===== config.mk =====
export PLATFORM = sky130hd
export DESIGN_NAME = vga_sync_module
export DESIGN_NICKNAME = d
export VERILOG_FILES = /design/src/rtl/vga_sync_module.sv
export SDC_FILE = /design/constraint.sdc
export NUM_CORES = 1
export LEC_CHECK = 0
export ABC_CLOCK_PERIOD_IN_PS = 2800
export CAP_MARGIN = 15
export CORE_MARGIN = 2
export CORE_UTILIZATION = 35
export DETAILED_ROUTE_END_ITERATION = 7
export PLACE_DENSITY = 0.67
export SETUP_SLACK_MARGIN = 0.02
export SYNTH_ARGS = -nofsm -noshare
export SYNTH_HDL_FRONTEND = slang
export SYNTH_SLANG_ARGS = --single-unit

===== constraint.sdc =====
create_clock -name clk_in -period 2.8 [get_ports clk_in]
set_clock_uncertainty 0.1 [all_clocks]
set_input_delay 0.84 -clock clk_in [delete_from_list [all_inputs] [get_ports clk_in]]
set_output_delay 0.84 -clock clk_in [all_outputs]
set_load 0.01 [all_outputs]

===== src/rtl/vga_sync_module.sv =====
// Purpose : 640x480@60Hz VGA timing generator advancing one pixel per pix_ce cycle;
//           produces hsync/vsync/video_on, pixel coordinates and a frame-start pulse.
// Latency : all outputs registered; frame_start rises on the edge counters enter (0,0).
// Backpressure: none, timing free-runs; pix_ce=0 freezes position and sync levels.
// Ports   : clk_in, rst (sync, active-high), pix_ce | hsync, vsync, video_on,
//           pixel_x[9:0], pixel_y[9:0], frame_start, frame_cnt[15:0] (optional).
// Option  : define VGA_SYNC_FRAME_CNT_EN to add the 16-bit frame_cnt output, which
//           counts frame_start pulses since reset and wraps at 65535.
module vga_sync_module #(
  parameter int H_ACTIVE = 640,
  parameter int H_FP     = 16,
  parameter int H_SYNC   = 96,
  parameter int H_BP     = 48,
  parameter int V_ACTIVE = 480,
  parameter int V_FP     = 10,
  parameter int V_SYNC   = 2,
  parameter int V_BP     = 33,
  parameter bit SYNC_POL = 1'b0
) (
  input  logic       clk_in,
  input  logic       rst,
  input  logic       pix_ce,
  output logic       hsync,
  output logic       vsync,
  output logic       video_on,
  output logic [9:0] pixel_x,
  output logic [9:0] pixel_y,
  output logic       frame_start
`ifdef VGA_SYNC_FRAME_CNT_EN
  ,
  output logic [15:0] frame_cnt
`endif
);

  localparam int H_TOTAL = H_ACTIVE + H_FP + H_SYNC + H_BP;
  localparam int V_TOTAL = V_ACTIVE + V_FP + V_SYNC + V_BP;

  generate
    if (H_TOTAL > 1024 || V_TOTAL > 1024) begin : g_total_check
      $error("vga_sync_module: H_TOTAL and V_TOTAL must fit 10-bit counters");
    end
  endgenerate

  localparam logic [9:0]  H_LAST   = 10'(H_TOTAL - 1);
  localparam logic [9:0]  V_LAST   = 10'(V_TOTAL - 1);
  // Decode bounds kept 11 bits wide so an end bound of exactly 1024 cannot alias.
  localparam logic [10:0] H_ACT_END = 11'(H_ACTIVE);
  localparam logic [10:0] V_ACT_END = 11'(V_ACTIVE);
  localparam logic [10:0] HS_BEG   = 11'(H_ACTIVE + H_FP);
  localparam logic [10:0] HS_END   = 11'(H_ACTIVE + H_FP + H_SYNC);
  localparam logic [10:0] VS_BEG   = 11'(V_ACTIVE + V_FP);
  localparam logic [10:0] VS_END   = 11'(V_ACTIVE + V_FP + V_SYNC);

  logic [9:0]  x_nxt;
  logic [9:0]  y_nxt;
  logic [10:0] x_ext;
  logic [10:0] y_ext;
  logic        hs_act;
  logic        vs_act;
  logic        vid_nxt;
  logic        enter_origin;

  always_comb begin
    x_nxt = pixel_x;
    y_nxt = pixel_y;
    if (pix_ce) begin
      if (pixel_x == H_LAST) begin
        x_nxt = 10'd0;
        y_nxt = (pixel_y == V_LAST) ? 10'd0 : pixel_y + 10'd1;
      end else begin
        x_nxt = pixel_x + 10'd1;
      end
    end
  end

  // Decode from the next-state counts so the registered sync/video flags line
  // up with the registered coordinates they describe.
  always_comb begin
    x_ext        = {1'b0, x_nxt};
    y_ext        = {1'b0, y_nxt};
    hs_act       = (x_ext >= HS_BEG) && (x_ext < HS_END);
    vs_act       = (y_ext >= VS_BEG) && (y_ext < VS_END);
    vid_nxt      = (x_ext < H_ACT_END) && (y_ext < V_ACT_END);
    // Only a wrap on a ce cycle lands on the origin; holding at (0,0) must not retrigger.
    enter_origin = pix_ce && (x_nxt == 10'd0) && (y_nxt == 10'd0);
  end

  always_ff @(posedge clk_in) begin
    if (rst) begin
      pixel_x     <= H_LAST;
      pixel_y     <= V_LAST;
      hsync       <= ~SYNC_POL;
      vsync       <= ~SYNC_POL;
      video_on    <= 1'b0;
      frame_start <= 1'b0;
    end else begin
      pixel_x     <= x_nxt;
      pixel_y     <= y_nxt;
      hsync       <= hs_act ? SYNC_POL : ~SYNC_POL;
      vsync       <= vs_act ? SYNC_POL : ~SYNC_POL;
      video_on    <= vid_nxt;
      frame_start <= enter_origin;
    end
  end

`ifdef VGA_SYNC_FRAME_CNT_EN
  always_ff @(posedge clk_in) begin
    if (rst) begin
      frame_cnt <= 16'd0;
    end else if (enter_origin) begin
      frame_cnt <= frame_cnt + 16'd1;
    end
  end
`endif

endmodule


# After elaboration in Yosys (flattened, before gate mapping)
# Index checks and enable logic that the tools add are counted.
word_totals:
  ff_bits: 24
  input_bits: 3
  output_inout_bits: 24
  elab_cells: 30
op_classes:
  n_addsub: 2
  magnitude_cmp: 6
  n_eq_ne: 2
  muxes: 7
  n_reduce_logical: 7
op_table:
  columns: ["op", "count"]
  rows:
  - ["$mux W10", 5]
  - ["$add A10 B1 Y10 const B", 2]
  - ["$eq A10 B10 Y1 const B", 2]
  - ["$logic_not A10 Y1", 2]
  - ["$lt A10 B10 Y1 const B", 2]
  - ["$lt A10 B9 Y1 const B", 2]
  - ["$ge A10 B10 Y1 const B", 1]
  - ["$ge A10 B9 Y1 const B", 1]
  - ["$logic_and A1 B1 Y1", 5]
  - ["$mux W1", 2]

# Longest topological paths before layout
logic_depth:
  depth_word: 7
  mapped_depth: 9
  depth_no_buf: 8

# Least setup slack after synthesis
# Ideal clock, no wire load.
synth_path:
  path_kind: "input to register"
  start: "in pix_ce"
  end: "reg vsync"
  setup_time_ns: 0.132
  arrival_ns: 2.350
  t_required_ns: 2.568
  path_slack_ns: 0.219
  stages: 7
  path_buffers: 1
  cell_sequence: "buf_2 nand3_1 or4_4 o32ai_2 a21oi_2 nor4b_2 nand3b_1"
synth_between:
  elab_chain_cells: 4
  elab_cells_between_ends: 5
  classes_between: "order compare: 2; mux: 2; reduce/logical: 1"
synth_lines:
  columns: ["element", "line", "rtl"]
  rows:
  - ["start: declaration", "22", "input logic pix_ce,"]
  - ["$mux W10 *", "66", "if (pix_ce) begin"]
  - ["$ge A10 B9 Y1 or $lt A10 B9 Y1 (tied branches)", "82", "vs_act = (y_ext >= VS_BEG) && (y_ext < VS_END);"]
  - ["$logic_and A1 B1 Y1 *", "82", null]
  - ["$mux W1 *", "100", "vsync <= vs_act ? SYNC_POL : ~SYNC_POL;"]
  - ["end signal: assignment", "93", "vsync <= ~SYNC_POL;"]
  - ["end signal: assignment", "100", null]
  - ["end: declaration", "24", "output logic vsync,"]
# Mark *: on every way between the ends. The rest lies on a longest branch, timed or not.
# A chain may end at the register's enable or synchronous reset.

# Final worst setup path
layout_path:
  start: "in pix_ce"
  end: "reg hsync"
layout_between:
  elab_chain_cells: 4
  elab_cells_between_ends: 5
  classes_between: "order compare: 2; mux: 2; reduce/logical: 1"
layout_lines:
  columns: ["element", "line", "rtl"]
  rows:
  - ["$mux W10 *", "66", null]
  - ["$ge A10 B10 Y1 or $lt A10 B10 Y1 (tied branches)", "81", "hs_act = (x_ext >= HS_BEG) && (x_ext < HS_END);"]
  - ["$logic_and A1 B1 Y1 *", "81", null]
  - ["$mux W1 *", "99", "hsync <= hs_act ? SYNC_POL : ~SYNC_POL;"]
  - ["end signal: assignment", "92", "hsync <= ~SYNC_POL;"]
  - ["end signal: assignment", "99", null]
  - ["end: declaration", "23", "output logic hsync,"]
# Marked as above.

==> summary.md <==
| Metric | Value |
|---|---|
| Status | `completed` |
| Switching share of power | `0.356` |
| P per Cell Area | `533 nW/um2` |
| Rel. slew slack | `0.729` |
| Skew-Pair Late Insertion Delay | `0.27 ns` |
| Ys async rst share | `0` |
| Slew Limit Fails | `0` |
| Fillers | `409` |
| Vias | `1521` |
| Cell Area, Placed | `1970 um2` |
| Worst EP arrival | `2.61 ns` |
| Fmax | `0.391 GHz` |
| First-pass GRT wire length | `6850 um` |
| Avg WL per Cell | `14.5 um` |
| Synth Warn # | `0` |
| IO Port Bufs | `26` |
| Die Y | `69.3 um` |
| Total power | `1.07 mW` |
| R2r setup slk | `0.35 ns` |
| Post-synthesis net count | `184` |
| Max H-tree Level | `1` |
| Post-Place Worst Slack | `-0.277 ns` |
| GRT Total Usage | `0.174` |
| Critical Path Start Type | `input port` |
| Reg clk slew, reported paths | `0.08 ns` |
| Hold Crit Depth | `2` |
| IO Pins | `27` |
| Tightest Pin Transition | `0.401 ns` |
| Post-Syn Instances | `178` |
| Reg2Reg Launch Point | `pixel_x[5]` |
| Avg Synthesized Cell Area | `8.38 um2` |
| Initial antenna violation count | `0` |
| HP Class | `reg2reg` |
| Vias/cell | `5.55` |
| Post-DRT Antenna Nets | `0` |
| Synth Cell Area | `1490 um2` |
| Number of diodes | `0` |
| GR Overflow Total | `0` |
| Final HPWL from detailed placement | `2920 um` |
| Crit path time final | `2.56 ns` |
| CTS root buf | `clkbuf_8` |
| Placement Rows | `23` |
| Post-synth top area share | `0.322` |
| Setup ws final | `0.245 ns` |
| Net count, final | `232` |
| R2r endpoint | `vsync` |
| Placer Congestion | `0.830` |
| Hold buffers post-CTS | `0` |
| Clock sink total | `24` |
| Die Area | `4800 um2` |
| CORE AREA | `4060 um2` |
| Hold_sp | `pixel_x[2]` |
| Dominant synthesized flop cell | `dfxtp_1` |
| Clock Power Share | `0.192` |
| Int Power | `0.690 mW` |
| Post-CTS sizing | `1` |
| Synth area leader | `dfxtp_1` |
| Vias in the first global route | `1419` |
| Initial cell density of the core | `0.368` |
| Lkg Pwr | `0.746 nW` |
| Flop and latch count out of synthesis | `24` |
| Critical path class | `in2reg` |
| DRC | `0` |
| Most frequent cells in the layout | `28 x buf_4, 25 x clkdlybuf4s50_1, 24 x dfxtp_1` |
| Placed cell count | `271` |
| Post-Layout Cell Count | `274` |
| Post-synthesis sequential area ratio | `0.322` |
| Final Hold Vio Count | `0` |
| Reg2reg path depth | `6` |
| Post-CTS setup buffer count | `0` |
| Largest net degree at the start of global routing | `13` |
| Yosys cell types | `53` |
| RSZ-0062 raised after global routing | `no` |
| DRT Wirelength | `3970 um` |
| Worst vdd ir | `0.295 mV` |
| Final core utilization | `0.496` |
| Worst hold slack | `0.518 ns` |
| EDFF count, synth | `0` |
| Fin area | `2010 um2` |
| Sequential share of power | `0.402` |
| Layout cell share with drive strength beyond 1 | `0.201` |
| Clk buf depth | `2` |
| Crit-path max FO | `7` |
| Max_cap viols | `0` |
| TritonCTS Buffers | `3` |
| Syn-to-layout area delta | `34.8%` |
| Setup crit start | `pix_ce` |
| # setup viols final | `0` |
| CTS tree | `built` |
| Worst Hold End | `pixel_x[2]` |
| Net Sw Power | `0.381 mW` |
| Crit path required time | `2.85 ns` |
| Die X | `69.3 um` |
| Setup TNS | `0 ns` |
| Commonest non-fill, non-tap cell in the layout | `buf_4` |
| Crit share post-route | `0.913` |
| Top area cells in the synthesized netlist | `dfxtp_1 32%, nand2_1 4.8%, xor2_1 4.7%` |
| DR iter-0 viols | `43` |
| Comb pwr share | `0.406` |
| Setup crit end kind | `register` |
| Detailed Routing Iterations Pass 1 | `4` |
## worst max path at each step
| stage | to | slack [ns] | cells past startpoint |
|---|---|---|---|
| 5_1_grt | vsync | 0.10 | 9 |
| 3_5_place_dp | vsync | -0.28 | 9 |
| 3_3_place_gp | vsync | -0.25 | 9 |
| 6_report | hsync | 0.24 | 9 |
| 4_1_cts | hsync | 0.25 | 9 |
| 2_1_floorplan | vsync | 0.22 | 7 |
## layout make-up
cell class	instances	area (um2)	area share
tap	50	62.6	0.0311
sequential	24	480	0.239
timing repair buffer	54	469	0.233
multi-input combinational	138	938	0.467
clock buffer	3	41.3	0.0205
inverter	5	18.8	0.00933
## power by group through the flow
stage / clock [mW] / sequential, mW / combinational [mW]
floorplan: 0 / 0.419 / 0.257
global placement: 0 / 0.436 / 0.427
detailed placement: 0 / 0.437 / 0.431
CTS: 0.210 / 0.429 / 0.434
global route: 0.225 / 0.440 / 0.478
finish: 0.206 / 0.430 / 0.435
## Yosys cell counts (all sizes together), types with 3 or more instances
master,count
xor2,8
nand2,19
a21o,3
ha,3
clkbuf,6
and3,3
nor3b,3
a31o,3
a21oi,5
dfxtp,24
inv,5
nor3,7
nand3,8
o22ai,3
a211oi,3
nor2,14
buf,5
nor4,4
nand4,9
xnor2,6
o21ai,7
## kinds of logic after synthesis
kind of cell / count (synthesis) / synth area share
multiplexers: 1 / 0.00671
flip-flops: 24 / 0.322
buffers and inverters: 16 / 0.0487
XOR/XNOR: 14 / 0.0822
AND/OR/NAND/NOR: 85 / 0.339
AO/OA/AOI/OAI: 35 / 0.176
adder cells (fa/ha/maj): 3 / 0.0252
## critical path: stages
cell and delay, ns:
dlygate4sd2_1 0.27, buf_4 0.14, and3_1 0.20, buf_4 0.17, nand2_1 0.06, o22ai_1 0.07
a32o_1 0.22, a22o_2 0.25, or4_1 0.38
## flip-flops by register name (all words and copies together), names as in the netlist
name,cells
frame_start,1
hsync,1
pixel_x,10
pixel_y,10
video_on,1
vsync,1
## routing by layer
layer / part of all wire / GRT usage / vias to the layer above / wire length, um
met1: 0.47 / 0.246 / 718 / 1870
met2: 0.46 / 0.275 / 44 / 1820
met5: 0 / 0 / - / 0
li1: - / - / 750 / -
met3: 0.051 / 0.0247 / 9 / 202
met4: 0.019 / 0.0545 / 0 / 75
No activity file was read; power rests on OpenSTA's default activity.
==> RTL edit: new RTL, same flow settings <==
Add a define of `VGA_SYNC_FRAME_CNT_EN`.
--- a/src/rtl/vga_sync_module.sv
+++ b/src/rtl/vga_sync_module.sv
@@ -8,2 +8,4 @@
 //           counts frame_start pulses since reset and wraps at 65535.
+`define VGA_SYNC_FRAME_CNT_EN
+
 module vga_sync_module #(
Check against the original RTL (old outputs only; new: frame_cnt): equivalent (equiv_simple and equiv_induct, registers matched by name and starting in step).
==> RTL edit against the original RTL <==
The flow now finishes with violations (setup timing). Area after synthesis is 45% higher. Core utilization is 12 points higher. Setup slack worse by 560 ps. Clock power is 140% higher. Wire length is 93% higher. Cell area is 82% higher. Power is 74% higher. Via count is 68% higher. Count of clock-buffer cells in the layout is 2 higher. Worst hold slack worse by 95 ps. Synthesized cell count is 49% higher. Sequential cell count is 16 higher. Critical endpoint is now frame_cnt[13]$_SDFFE_PP0P_. Highest routed layer unchanged.
==> RTL edit: results (changes against the original RTL) <==
stage;metric;value;unit;change
outcome;outcome;finished, violations left;;
outcome;failing checks;setup timing;;
placed_design;Placed Cells;430;;+59%
drt;drt initial violations;170;;+300%
synthesis;Commonest cells post-synth;40 x dfxtp_1, 28 x nand2_1, 20 x nor2_1;;
placed_design;placed instance area;0.00313;mm^2;+59%
clock_tree;H-Tree Depth;2;;+1
cells_and_area;ANT cells;0;;unchanged
power;Lkg Pwr;1.38;nW;+85%
cells_and_area;Final Instance Count excl. Fillers;462;;+69%
placed_design;Port-buffer cells;42;;+62%
global_route;initial antenna violation count;0;;unchanged
cells_and_area;Largest regs;frame_cnt (16), pixel_x (10), pixel_y (10);;
synthesis;Adder-Cell Fraction of Synth Area;0.0231;;-0.00203
synthesis;Compound-Gate Fraction of Synth Area;0.191;;+0.0147
critical_path;Crit path largest cell delay;390;ps;
placed_design;Final GP Congestion;0.869;;+4.7%
synthesis;Top FF cell, synth;dfxtp_1;;
timing;Final Worst Setup Slack;-312;ps;-557 ps
power;Worst VDD drop;0.296;mV;+0.41%
synthesis;Mean Syn Cell Area;8.13;um^2;-2.9%
placed_design;pre-CTS setup slack;-970;ps;-693 ps
global_route;Tot GR Track Use;0.219;;+0.0449
cells_and_area;final layout net count;393;;+69%
synthesis;Synth cell types;50;;-5.7%
clock_tree;# hold bufs at CTS;0;;unchanged
synthesis;Yosys warning count;0;;unchanged
global_route;largest net degree at the start of global routing;19;;+6
drt;drt pass-1 iters;5;;+1
synthesis;Mapped Nets;273;;+48%
drt;Via Count;2560;;+68%
drt;final wirelength;7.64;mm;+93%
cells_and_area;Layout fillers;511;;+25%
global_route;global-route wire length before repair;11.4;mm;+67%
timing;Least-Margin Pin Slew;499;ps;+97.2 ps
synthesis;sequential share of the synthesized area;0.370;;+0.0480
clock_tree;Num CTS Buffers;5;;+2
critical_path;slowest CP cell;or3b_4;;
clock_tree;Clock Root Buffer;clkbuf_8;;
critical_path;WP data arrival;3210;ps;+600 ps
synthesis;Post-synth ARST share;0;;unchanged
hold_path;Hold Crit Class;reg2reg;;
cells_and_area;layout cells sized above 1;0.349;;+0.148
clock_tree;CTS clk-pin slew, worst paths;80;ps;about the same
placed_design;DP HPWL;4.78;mm;+64%
global_route;vias in the first global route;2371;;+67%
synthesis;post-synthesis mux area share;0.0197;;+0.0130
synthesis;xor and xnor fraction of the mapped netlist area;0.0486;;-0.0336
timing;Final setup viols;17;;+17
clock_tree;Clock Tree Buf Depth;2;;unchanged
synthesis;synth top area cells;dfxtp_1 37%, nand2_1 4.9%, a21oi_1 4.2%;;
clock_tree;clk_lat worst skew;300;ps;+30 ps
timing;TNS Setup;-3760;ps;-3760 ps
critical_path;worst-path fanout max;8;;+1
-- RTL edit: area by class of cell --
cell class                 count  area (um^2)  share of cell area
clock buffer                   5         68.8              0.0188
clock inverter                 3         46.3              0.0127
inverter                       9         46.3              0.0127
multi-input combinational    202         1490               0.407
sequential                    40          803               0.220
tap                           75         93.8              0.0257
timing repair buffer         128         1110               0.303
-- RTL edit: per-layer routing --
metal | track usage | wire (um)
met1 | 0.283 | 3160
met4 | 0.0656 | 202
met5 | 0 | 0
met3 | 0.0380 | 379
met2 | 0.373 | 3900
-- RTL edit: final timing paths --
path | start | endpoint | slack, ps | depth (start not counted)
hold reg to reg | frame_cnt[4]$_SDFFE_PP0P_ | frame_cnt[4]$_SDFFE_PP0P_ | 420 | 2
setup reg to reg | pixel_x[0]$_SDFF_PP1_ | frame_cnt[13]$_SDFFE_PP0P_ | -310 | 13
setup / recovery | pixel_x[0]$_SDFF_PP1_ | frame_cnt[13]$_SDFFE_PP0P_ | -310 | 13
hold / removal | frame_cnt[4]$_SDFFE_PP0P_ | frame_cnt[4]$_SDFFE_PP0P_ | 420 | 2
-- RTL edit: worst max-delay path, delay by kind of cell (launching register included) --
| family | cells | cell delay [ps] |
|---|---|---|
| buf+inv | 4 | 720 |
| fa+ha+maj | 1 | 130 |
| simple gates | 4 | 820 |
| flops | 1 | 360 |
| compound gates | 3 | 680 |
| xor+xnor | 1 | 190 |
-- RTL edit: power breakdown --
group / switching (W) / internal [W] / leakage [nW]
clock: 0.000224 / 0.000269 / 0.0548
combinational: 0.000360 / 0.000393 / 1.00
sequential: 0.0000154 / 0.000597 / 0.324
-- RTL edit: repair_timing --
item,in CTS,in global routing
setup buffers,12,10
endpoints found under the setup margin,20,19
resized for setup,18,31
pin swaps,16,13
cloned,1,1
